`src/rtl/ps2_pkg.sv`:
```
// Shared PS/2 definitions used by the receiver, the transmitter and the input filter.
package ps2_pkg;

    // Frame layout: start, 8 data bits LSB first, odd parity, stop.
    localparam int   FRAME_BITS = 11;
    localparam logic START_BIT  = 1'b0;
    localparam logic STOP_BIT   = 1'b1;

    // Default conditioning and watchdog settings for a 50 MHz system clock.
    localparam int DEF_FILTER_LEN  = 8;
    localparam int DEF_TIMEOUT_CYC = 100000;

    // Common device reply codes.
    localparam logic [7:0] ACK    = 8'hFA;
    localparam logic [7:0] RESEND = 8'hFE;
    localparam logic [7:0] BAT_OK = 8'hAA;

    // Receiver states.
    typedef enum logic {
        ST_IDLE = 1'b0,
        ST_RECV = 1'b1
    } rx_state_e;

    // Odd parity holds when data plus parity bit contain an odd number of ones.
    function automatic logic odd_parity_ok(input logic [8:0] bits);
        return ^bits;
    endfunction

endpackage

```
`src/rtl/ps2_filtro.sv`:
```
// PS/2 line conditioning: two-flop synchronizers, clock debounce, falling-edge strobe.
module ps2_filtro
    import ps2_pkg::*;
#(
    parameter int FILTER_LEN = DEF_FILTER_LEN
) (
    input  logic clk,
    input  logic rst,
    input  logic ps2_c,
    input  logic ps2_d,
    output logic c_filt,
    output logic d_sync,
    output logic fall
);

    localparam int CW = $clog2(FILTER_LEN + 1);

    logic          c_meta_q;
    logic          c_sync_q;
    logic          d_meta_q;
    logic          d_sync_q;
    logic          c_filt_q;
    logic          c_filt_d;
    logic          c_prev_q;
    logic [CW-1:0] run_q;
    logic [CW-1:0] run_d;

    // Bring both asynchronous lines into the clk domain; idle bus level is high.
    always_ff @(posedge clk or negedge rst) begin
        if (!rst) begin
            c_meta_q <= 1'b1;
            c_sync_q <= 1'b1;
            d_meta_q <= 1'b1;
            d_sync_q <= 1'b1;
        end else begin
            c_meta_q <= ps2_c;
            c_sync_q <= c_meta_q;
            d_meta_q <= ps2_d;
            d_sync_q <= d_meta_q;
        end
    end

    // Count consecutive samples disagreeing with the filtered level; flip after FILTER_LEN of them.
    always_comb begin
        c_filt_d = c_filt_q;
        run_d    = '0;
        if (c_sync_q != c_filt_q) begin
            if (run_q == CW'(FILTER_LEN - 1)) begin
                c_filt_d = c_sync_q;
            end else begin
                run_d = run_q + CW'(1);
            end
        end
    end

    // Filtered level, its one-cycle-delayed copy for edge detection, and the run counter.
    always_ff @(posedge clk or negedge rst) begin
        if (!rst) begin
            c_filt_q <= 1'b1;
            c_prev_q <= 1'b1;
            run_q    <= '0;
        end else begin
            c_filt_q <= c_filt_d;
            c_prev_q <= c_filt_q;
            run_q    <= run_d;
        end
    end

    assign c_filt = c_filt_q;
    assign d_sync = d_sync_q;
    assign fall   = c_prev_q & ~c_filt_q;

endmodule

```
`src/rtl/ps2_receptor.sv`:
```
// Device-to-host PS/2 frame receiver with parity/framing status and a mid-frame watchdog.
module ps2_receptor
    import ps2_pkg::*;
#(
    parameter int FILTER_LEN  = DEF_FILTER_LEN,
    parameter int TIMEOUT_CYC = DEF_TIMEOUT_CYC
) (
    input  logic       clk,
    input  logic       rst,
    input  logic       ps2_c,
    input  logic       ps2_d,
    input  logic       rx_en,
    output logic [7:0] rx_data,
    output logic       rx_done,
    output logic       rx_parity_err,
    output logic       rx_frame_err,
    output logic       rx_timeout,
    output logic       rx_busy
);

    localparam int WW = $clog2(TIMEOUT_CYC + 1);
    localparam int BW = $clog2(FRAME_BITS + 1);

    logic                  c_filt;
    logic                  d_sync;
    logic                  fall;

    rx_state_e             state_q;
    rx_state_e             state_d;
    logic [FRAME_BITS-1:0] shreg_q;
    logic [FRAME_BITS-1:0] shreg_d;
    logic [BW-1:0]         bitcnt_q;
    logic [BW-1:0]         bitcnt_d;
    logic [WW-1:0]         wdog_q;
    logic [WW-1:0]         wdog_d;
    logic [7:0]            data_q;
    logic [7:0]            data_d;
    logic                  perr_q;
    logic                  perr_d;
    logic                  ferr_q;
    logic                  ferr_d;
    logic                  done_q;
    logic                  done_d;
    logic                  tmo_q;
    logic                  tmo_d;

    logic [FRAME_BITS-1:0] frame_next;
    logic                  start_ev;
    logic                  abort_ev;
    logic                  bit_ev;
    logic                  last_ev;
    logic                  expire_ev;

    ps2_filtro #(
        .FILTER_LEN (FILTER_LEN)
    ) u_filtro (
        .clk    (clk),
        .rst    (rst),
        .ps2_c  (ps2_c),
        .ps2_d  (ps2_d),
        .c_filt (c_filt),
        .d_sync (d_sync),
        .fall   (fall)
    );

    // Bits arrive LSB first, so each new bit enters at the top and the start bit ends up in bit 0.
    assign frame_next = {d_sync, shreg_q[FRAME_BITS-1:1]};
    assign start_ev   = (state_q == ST_IDLE) && rx_en && fall;
    assign abort_ev   = (state_q == ST_RECV) && !rx_en;
    assign bit_ev     = (state_q == ST_RECV) && rx_en && fall;
    assign last_ev    = bit_ev && (bitcnt_q == BW'(FRAME_BITS - 1));
    assign expire_ev  = (state_q == ST_RECV) && rx_en && !fall && (wdog_q == WW'(TIMEOUT_CYC));

    // State register plus frame datapath and status registers.
    always_ff @(posedge clk or negedge rst) begin
        if (!rst) begin
            state_q  <= ST_IDLE;
            shreg_q  <= '0;
            bitcnt_q <= '0;
            wdog_q   <= '0;
            data_q   <= '0;
            perr_q   <= 1'b0;
            ferr_q   <= 1'b0;
            done_q   <= 1'b0;
            tmo_q    <= 1'b0;
        end else begin
            state_q  <= state_d;
            shreg_q  <= shreg_d;
            bitcnt_q <= bitcnt_d;
            wdog_q   <= wdog_d;
            data_q   <= data_d;
            perr_q   <= perr_d;
            ferr_q   <= ferr_d;
            done_q   <= done_d;
            tmo_q    <= tmo_d;
        end
    end

    // Next state: disable beats a fall, a fall beats watchdog expiry, the 11th fall closes the frame.
    always_comb begin
        state_d  = state_q;
        shreg_d  = shreg_q;
        bitcnt_d = bitcnt_q;
        wdog_d   = wdog_q;
        unique case (state_q)
            ST_IDLE: begin
                bitcnt_d = '0;
                wdog_d   = '0;
                if (start_ev) begin
                    shreg_d  = frame_next;
                    bitcnt_d = BW'(1);
                    state_d  = ST_RECV;
                end
            end
            ST_RECV: begin
                if (abort_ev) begin
                    state_d  = ST_IDLE;
                    bitcnt_d = '0;
                    wdog_d   = '0;
                end else if (bit_ev) begin
                    shreg_d = frame_next;
                    wdog_d  = '0;
                    if (last_ev) begin
                        state_d  = ST_IDLE;
                        bitcnt_d = '0;
                    end else begin
                        bitcnt_d = bitcnt_q + BW'(1);
                    end
                end else if (expire_ev) begin
                    state_d  = ST_IDLE;
                    bitcnt_d = '0;
                    wdog_d   = '0;
                end else begin
                    wdog_d = wdog_q + WW'(1);
                end
            end
            default: begin
                state_d = ST_IDLE;
            end
        endcase
    end

    // Outputs: strobes for completion and timeout, byte and status captured only on completion.
    always_comb begin
        done_d = last_ev;
        tmo_d  = expire_ev;
        data_d = data_q;
        perr_d = perr_q;
        ferr_d = ferr_q;
        if (last_ev) begin
            data_d = frame_next[8:1];
            perr_d = ~odd_parity_ok(frame_next[9:1]);
            ferr_d = (frame_next[0] != START_BIT) || (frame_next[FRAME_BITS-1] != STOP_BIT);
        end
    end

    assign rx_data       = data_q;
    assign rx_done       = done_q;
    assign rx_parity_err = perr_q;
    assign rx_frame_err  = ferr_q;
    assign rx_timeout    = tmo_q;
    assign rx_busy       = (state_q == ST_RECV);

endmodule

```
`config.mk`:
```
export PLATFORM = sky130hd
export DESIGN_NAME = ps2_receptor
export DESIGN_NICKNAME = d
export VERILOG_FILES = /design/src/rtl/ps2_pkg.sv /design/src/rtl/ps2_filtro.sv /design/src/rtl/ps2_receptor.sv
export SDC_FILE = /design/constraint.sdc
export NUM_CORES = 1
export LEC_CHECK = 0
export CORE_ASPECT_RATIO = 1.5
export CORE_MARGIN = 2
export CORE_UTILIZATION = 50
export CTS_CLUSTER_DIAMETER = 120
export DETAILED_ROUTE_END_ITERATION = 8
export GPL_ROUTABILITY_DRIVEN = 0
export PLACE_DENSITY_LB_ADDON = 0.08
export SYNTH_ARGS = -nofsm -noshare
export SYNTH_HDL_FRONTEND = slang
export SYNTH_SLANG_ARGS = --single-unit
```
`constraint.sdc`:
```
create_clock -name clk -period 2 [get_ports clk]
set_input_delay 0.2 -clock clk [delete_from_list [all_inputs] [get_ports clk]]
set_output_delay 0.2 -clock clk [all_outputs]
set_load 0.03 [all_outputs]
```
## Word-level counts from Yosys, hierarchy flattened

Index checks and enable logic that the tools add are counted.

| storage, ports and cells | value |
|---|---|
| bits in registers | 55 |
| input bits | 5 |
| output and inout port bits | 13 |
| word-level logic and storage cells | 68 |

| operators by class | value |
|---|---|
| $add $sub $neg | 3 |
| equality and inequality tests | 8 |
| mux-type cells | 22 |
| bitwise logic cells | 5 |
| reduce and logical (&&, ||, !) cells | 14 |

Operators by type and width:

| cell | count |
|---|---|
| $mux W17 | 3 |
| $pmux W17 S2 | 1 |
| $mux W11 | 3 |
| $mux W4 | 6 |
| $pmux W11 S2 | 1 |
| $add A17 B1 Y17 const B | 1 |
| $eq A17 B17 Y1 const B | 1 |
| $reduce_xor A9 Y1 | 1 |
| $add A4 B1 Y4 const B | 2 |
| $logic_and A1 B1 Y1 | 8 |
| $pmux W4 S2 | 1 |
| $mux W1 | 6 |
| $eq A4 B3 Y1 const B | 1 |
| $eq A4 B4 Y1 const B | 1 |
| $ne A2 B2 Y1 const B | 2 |
| $ne A4 B1 Y1 const B | 1 |
| $not A1 Y1 | 4 |
| $reduce_and A3 Y1 | 1 |
| $logic_not A1 Y1 | 2 |
| $ne A2 B1 Y1 const B | 1 |
| $pmux W1 S2 | 1 |
| $reduce_and A2 Y1 | 1 |
| $and A1 B1 Y1 | 1 |
| $logic_or A1 B1 Y1 | 1 |
| $ne A1 B1 Y1 | 1 |

## Longest topological paths before layout

| logic depth | value |
|---|---|
| word-level depth | 9 |
| depth in mapped cells | 7 |
| gate-level depth less buffers | 6 |

## By module

Synthesis repeated with hierarchy kept, for this count alone.

| unflattened totals | value |
|---|---|
| cells, all modules | 200 |
| area, all modules | 2412.3 um^2 |

Modules (own cells, without submodules):

| module | times used | cells each | area each (um^2) | sequential area each (um^2) |
|---|---|---|---|---|
| ps2_receptor | 1 | 177 | 2038.2 | 1101.1 |
| ps2_filtro | 1 | 23 | 374.1 | 257.7 |

## Worst setup path before layout

Ideal clock, no wire load.

| timing | value |
|---|---|
| kind | register to register |
| from | register bitcnt_q[0] |
| to | register data_q[3] (netlist: rx_data[3]) |
| setup time | 0.125 ns |
| arrival | 1.674 ns |
| required time | 1.875 ns |
| slack | 0.202 ns |
| cell stages (with the launch flop) | 7 |
| buffers on the path | 1 |
| clock period less this slack | 1.798 ns |
| cells stage by stage | dfrtp_1 -> inv_1 -> ha_1 -> nand3b_1 -> nor3_1 -> buf_2 -> mux2_2 |

| on the way | value |
|---|---|
| longest elaborated chain between the ends | 2 |

RTL lines:

| item | line | RTL |
|---|---|---|
| from (decl) | ps2_receptor.sv:32 | `logic [BW-1:0] bitcnt_q;` |
| from (signal assigned) | ps2_receptor.sv:89 | `bitcnt_q <= bitcnt_d;` |
| $eq A4 B4 Y1 | ps2_receptor.sv:71 | `assign last_ev = bit_ev && (bitcnt_q == BW'(FRAME_BITS - 1));` |
| $logic_and A1 B1 Y1 | ps2_receptor.sv:71 |  |
| via done_d | ps2_receptor.sv:43 | `logic done_d;` |
| to (signal assigned) | ps2_receptor.sv:91 | `data_q <= data_d;` |
| to (decl) | ps2_receptor.sv:36 | `logic [7:0] data_q;` |

The timed path passes the listed nets, and every way through them passes these cells.
A chain may end at the register's enable or synchronous reset.

## Worst setup path in the final report

| timing | value |
|---|---|
| from | register state_q (netlist: rx_busy) |
| to | output port rx_busy |

RTL lines:

| item | line | RTL |
|---|---|---|
| from (decl) | ps2_receptor.sv:28 | `rx_state_e state_q;` |
| from (signal assigned) | ps2_receptor.sv:87 | `state_q <= state_d;` |
| to (decl) | ps2_receptor.sv:18 | `output logic rx_busy` |

No word-level cell between the ends.

==> impl_metrics.env <==
export IMPL_leakage_nw=1.24
export IMPL_grtUsageMet3=0.0351
export IMPL_worst_setup_path_start_kind="flip-flop"
export IMPL_rsz0062_at_grt="no"
export IMPL_drt_iter0_drc=59
export IMPL_cts_tree="built"
export IMPL_clkPwrFrac=0.264
export IMPL_clkLatencyLatePin_ns=0.30
export IMPL_vdd_drop_max_uv=623
export IMPL_clk_pin_slew_worst_paths_ns=0.09
export IMPL_synth_cell_types=34
export IMPL_use_met1=0.213
export IMPL_fp_coreArea_mm2=0.00454
export IMPL_critPathMaxStageDelay_ns=0.73
export IMPL_ios=18
export IMPL_synth_seq_area_share=0.571
export IMPL_synth_edf_count=0
export IMPL_power_switching_uw=643
export IMPL_fin_util=0.608
export IMPL_slew_headroom=0.615
export IMPL_via_per_inst=5.26
export IMPL_drc=0
export IMPL_io_buffers=17
export IMPL_cts_resized=0
export IMPL_worst_path_buf_inv=1
export IMPL_synth_cell_area_mm2=0.00238
export IMPL_finalCritPeriodShare=0.862
export IMPL_synthArstFlopShare=1.00
export IMPL_cts_sinks=54
export IMPL_power_density_mw_per_mm2=838
export IMPL_maxCapViolCount=0
export IMPL_grt_use_met2=0.376
export IMPL_cts_max_path_buffers=2
export IMPL_syn_area_per_cell_um2=11.0
export IMPL_swShare=0.278
export IMPL_outcome="complete, no violations"
export IMPL_start_util=0.524
export IMPL_required_ns=1.80
export IMPL_cts_root_buf="clkbuf_8"
export IMPL_cts_buffers=5
export IMPL_path_class="flip-flop to output pin"
export IMPL_num_rows=30
export IMPL_synthCells=217
export IMPL_setup_viol=0
export IMPL_synth_seq_cells=54
export IMPL_dieArea_mm2=0.00534
export IMPL_synth_fp_nets=227
export IMPL_busiest_layer="met2"
export IMPL_critPathMaxFanout=8
export IMPL_tightestPinTransition_ns=0.577
export IMPL_antenna_found_initial=0
export IMPL_finalHoldViolCount=0
export IMPL_cpMaxStageDelayCell="clkdlybuf4s50_1"
export IMPL_final_min_clock_period_ns=1.72
export IMPL_area_growth_syn_to_layout_pct=16.0
export IMPL_dp_hpwl_mm=3.40
export IMPL_wl_mm=4.49
export IMPL_grt_first_pass_wirelength_mm=7.89
export IMPL_ant_nets=0
export IMPL_cp_end_kind="output pin"
export IMPL_first_pass_iters=4
export IMPL_synthFlopType="dfrtp_1"
export IMPL_critPathArrivalTime_ns=1.52
export IMPL_yosys_warnings=0
export IMPL_netlist_area_leader_share=0.504
export IMPL_cell_internal_pwr_mw=1.67
export IMPL_fin_setup_tns_ns=0
export IMPL_p_comb_frac=0.176
export IMPL_finish_net_count=254
export IMPL_wire_per_inst_um=14.5
export IMPL_n_antenna_cell=0
export IMPL_die_h_um=88.5
export IMPL_hp_class="input pin to flip-flop"
export IMPL_synth_top_area_cell="dfrtp_1"
export IMPL_grt_usage=0.199
export IMPL_slew_violations=0
export IMPL_grt_max_degree=28
export IMPL_critPathTopFamily="buffers and inverters"
export IMPL_grt_pass1_vias=1742
export IMPL_die_x_um=60.3
export IMPL_grt_overflow=0
export IMPL_drive_gt1_frac=0.143
export IMPL_synth_area_leaders="dfrtp_1 (50%), dfstp_2 (6.6%), xnor2_1 (5.5%)"
export IMPL_fin_skew_ns=0.00528
export IMPL_max_freq_ghz=0.580
export IMPL_seq_power_share=0.560
export IMPL_via_count=1625
export IMPL_htreeDepth=2
export IMPL_crit_chain="clkdlybuf4s50_1"
[per-layer routing]
layer,up-vias,routed length (um)
li1,791,-
met1,804,1750
met2,24,2580
met3,6,104
met4,0,61
met5,-,0
[cell usage after synthesis, types with 2 or more instances]
cell	instances
a21oi_1	4
a2bb2oi_1	2
and3_1	3
and4_1	3
buf_2	2
clkbuf_1	4
dfrtp_1	48
dfstp_2	6
ha_1	5
inv_1	7
mux2_2	9
nand2_1	33
nand3_1	10
nand3b_1	2
nand4_1	8
nor2_1	22
nor3_1	5
nor4_1	5
o21ai_0	4
xnor2_1	15
xor2_1	7
[logic make-up after synthesis]
family          count (synthesis)  share of synthesized area
compound gates                 13                     0.0326
buf+inv                        13                     0.0215
xor+xnor                       23                     0.0904
flops                          54                      0.571
fa+ha+maj                       5                     0.0263
mux                            10                     0.0468
simple gates                   99                      0.212
[stage by stage]
stage          total power [mW]  cells  cell area, um^2  hold slack [ns]  setup slack (ns)
4_1_cts                    2.35    309             2760            0.288             0.265
3_5_place_dp               1.73    300             2660            0.241             0.302
3_3_place_gp               1.70    300             2660            0.228             0.340
2_1_floorplan              1.58    217             2380          -0.0956             0.202
5_1_grt                    2.46    309             2760            0.297             0.153
6_report                   2.31    309             2760            0.295             0.276
[cell usage in the layout, fill, tap and decap left out, drive strengths merged]
master / count
nand2: 33
and4: 4
inv: 7
nor3: 5
or3: 2
nand2b: 1
nor4: 5
clkdlybuf4s50: 16
and4b: 1
o21ai: 4
dfstp: 6
nor2b: 1
dfrtp: 48
xnor2: 15
ha: 5
a31oi: 1
a21oi: 4
clkbuf: 7
nand4: 9
xor2: 7
dlygate4sd3: 1
nor2: 22
mux2i: 1
clkinv: 1
nand3: 10
nand3b: 2
o22ai: 1
and3: 3
buf: 9
and3b: 1
o211ai: 1
a2bb2oi: 2
xnor3: 1
mux2: 9
[state kept, by name (all words and copies together), names as in the netlist]
name / flops
u_filtro.run_q: 4
wdog_q: 17
rx_data: 8
u_filtro.c_meta_q: 1
u_filtro.c_prev_q: 1
u_filtro.c_filt: 1
shreg_q: 10
rx_busy: 1
u_filtro.c_sync_q: 1
rx_timeout: 1
rx_parity_err: 1
u_filtro.d_sync: 1
rx_frame_err: 1
rx_done: 1
bitcnt_q: 4
u_filtro.d_meta_q: 1
[area by class of cell]
cell class / count / area (um^2)
inverters: 7 / 26.3
clock inverters: 1 / 5.00
multi-input cells: 150 / 971
flip-flops and latches: 54 / 1360
fillers: 397 / 1780
clock buffers: 7 / 86.3
well taps: 64 / 80.1
repair buffers: 26 / 235
[timing repair]
action	in CTS	in global routing
hold endpoints to repair	24	0
hold buffers	1	0
setup buffers	0	0
[final timing paths]
check / cells past startpoint / endpoint / slack [ns] / from
max: 1 / rx_busy / 0.28 / rx_busy
min: 1 / u_filtro.c_meta_q / 0.29 / ps2_c
max reg2reg: 6 / rx_data[0] / 0.29 / bitcnt_q[0]
min reg2reg: 0 / u_filtro.c_sync_q / 0.36 / u_filtro.c_meta_q
max in group asynchronous: 3 / u_filtro.c_sync_q / 0.89 / rst
min in group asynchronous: 2 / rx_timeout / 0.43 / rst
[power groups by stage]
stage	registers, mW	clock network (mW)	logic, mW
2_1_floorplan	1.31	0	0.267
3_3_place_gp	1.31	0	0.389
3_5_place_dp	1.32	0	0.410
4_1_cts	1.30	0.635	0.415
5_1_grt	1.32	0.677	0.464
6_report	1.30	0.610	0.407
Note: power is estimated with default switching activity, not from simulation.
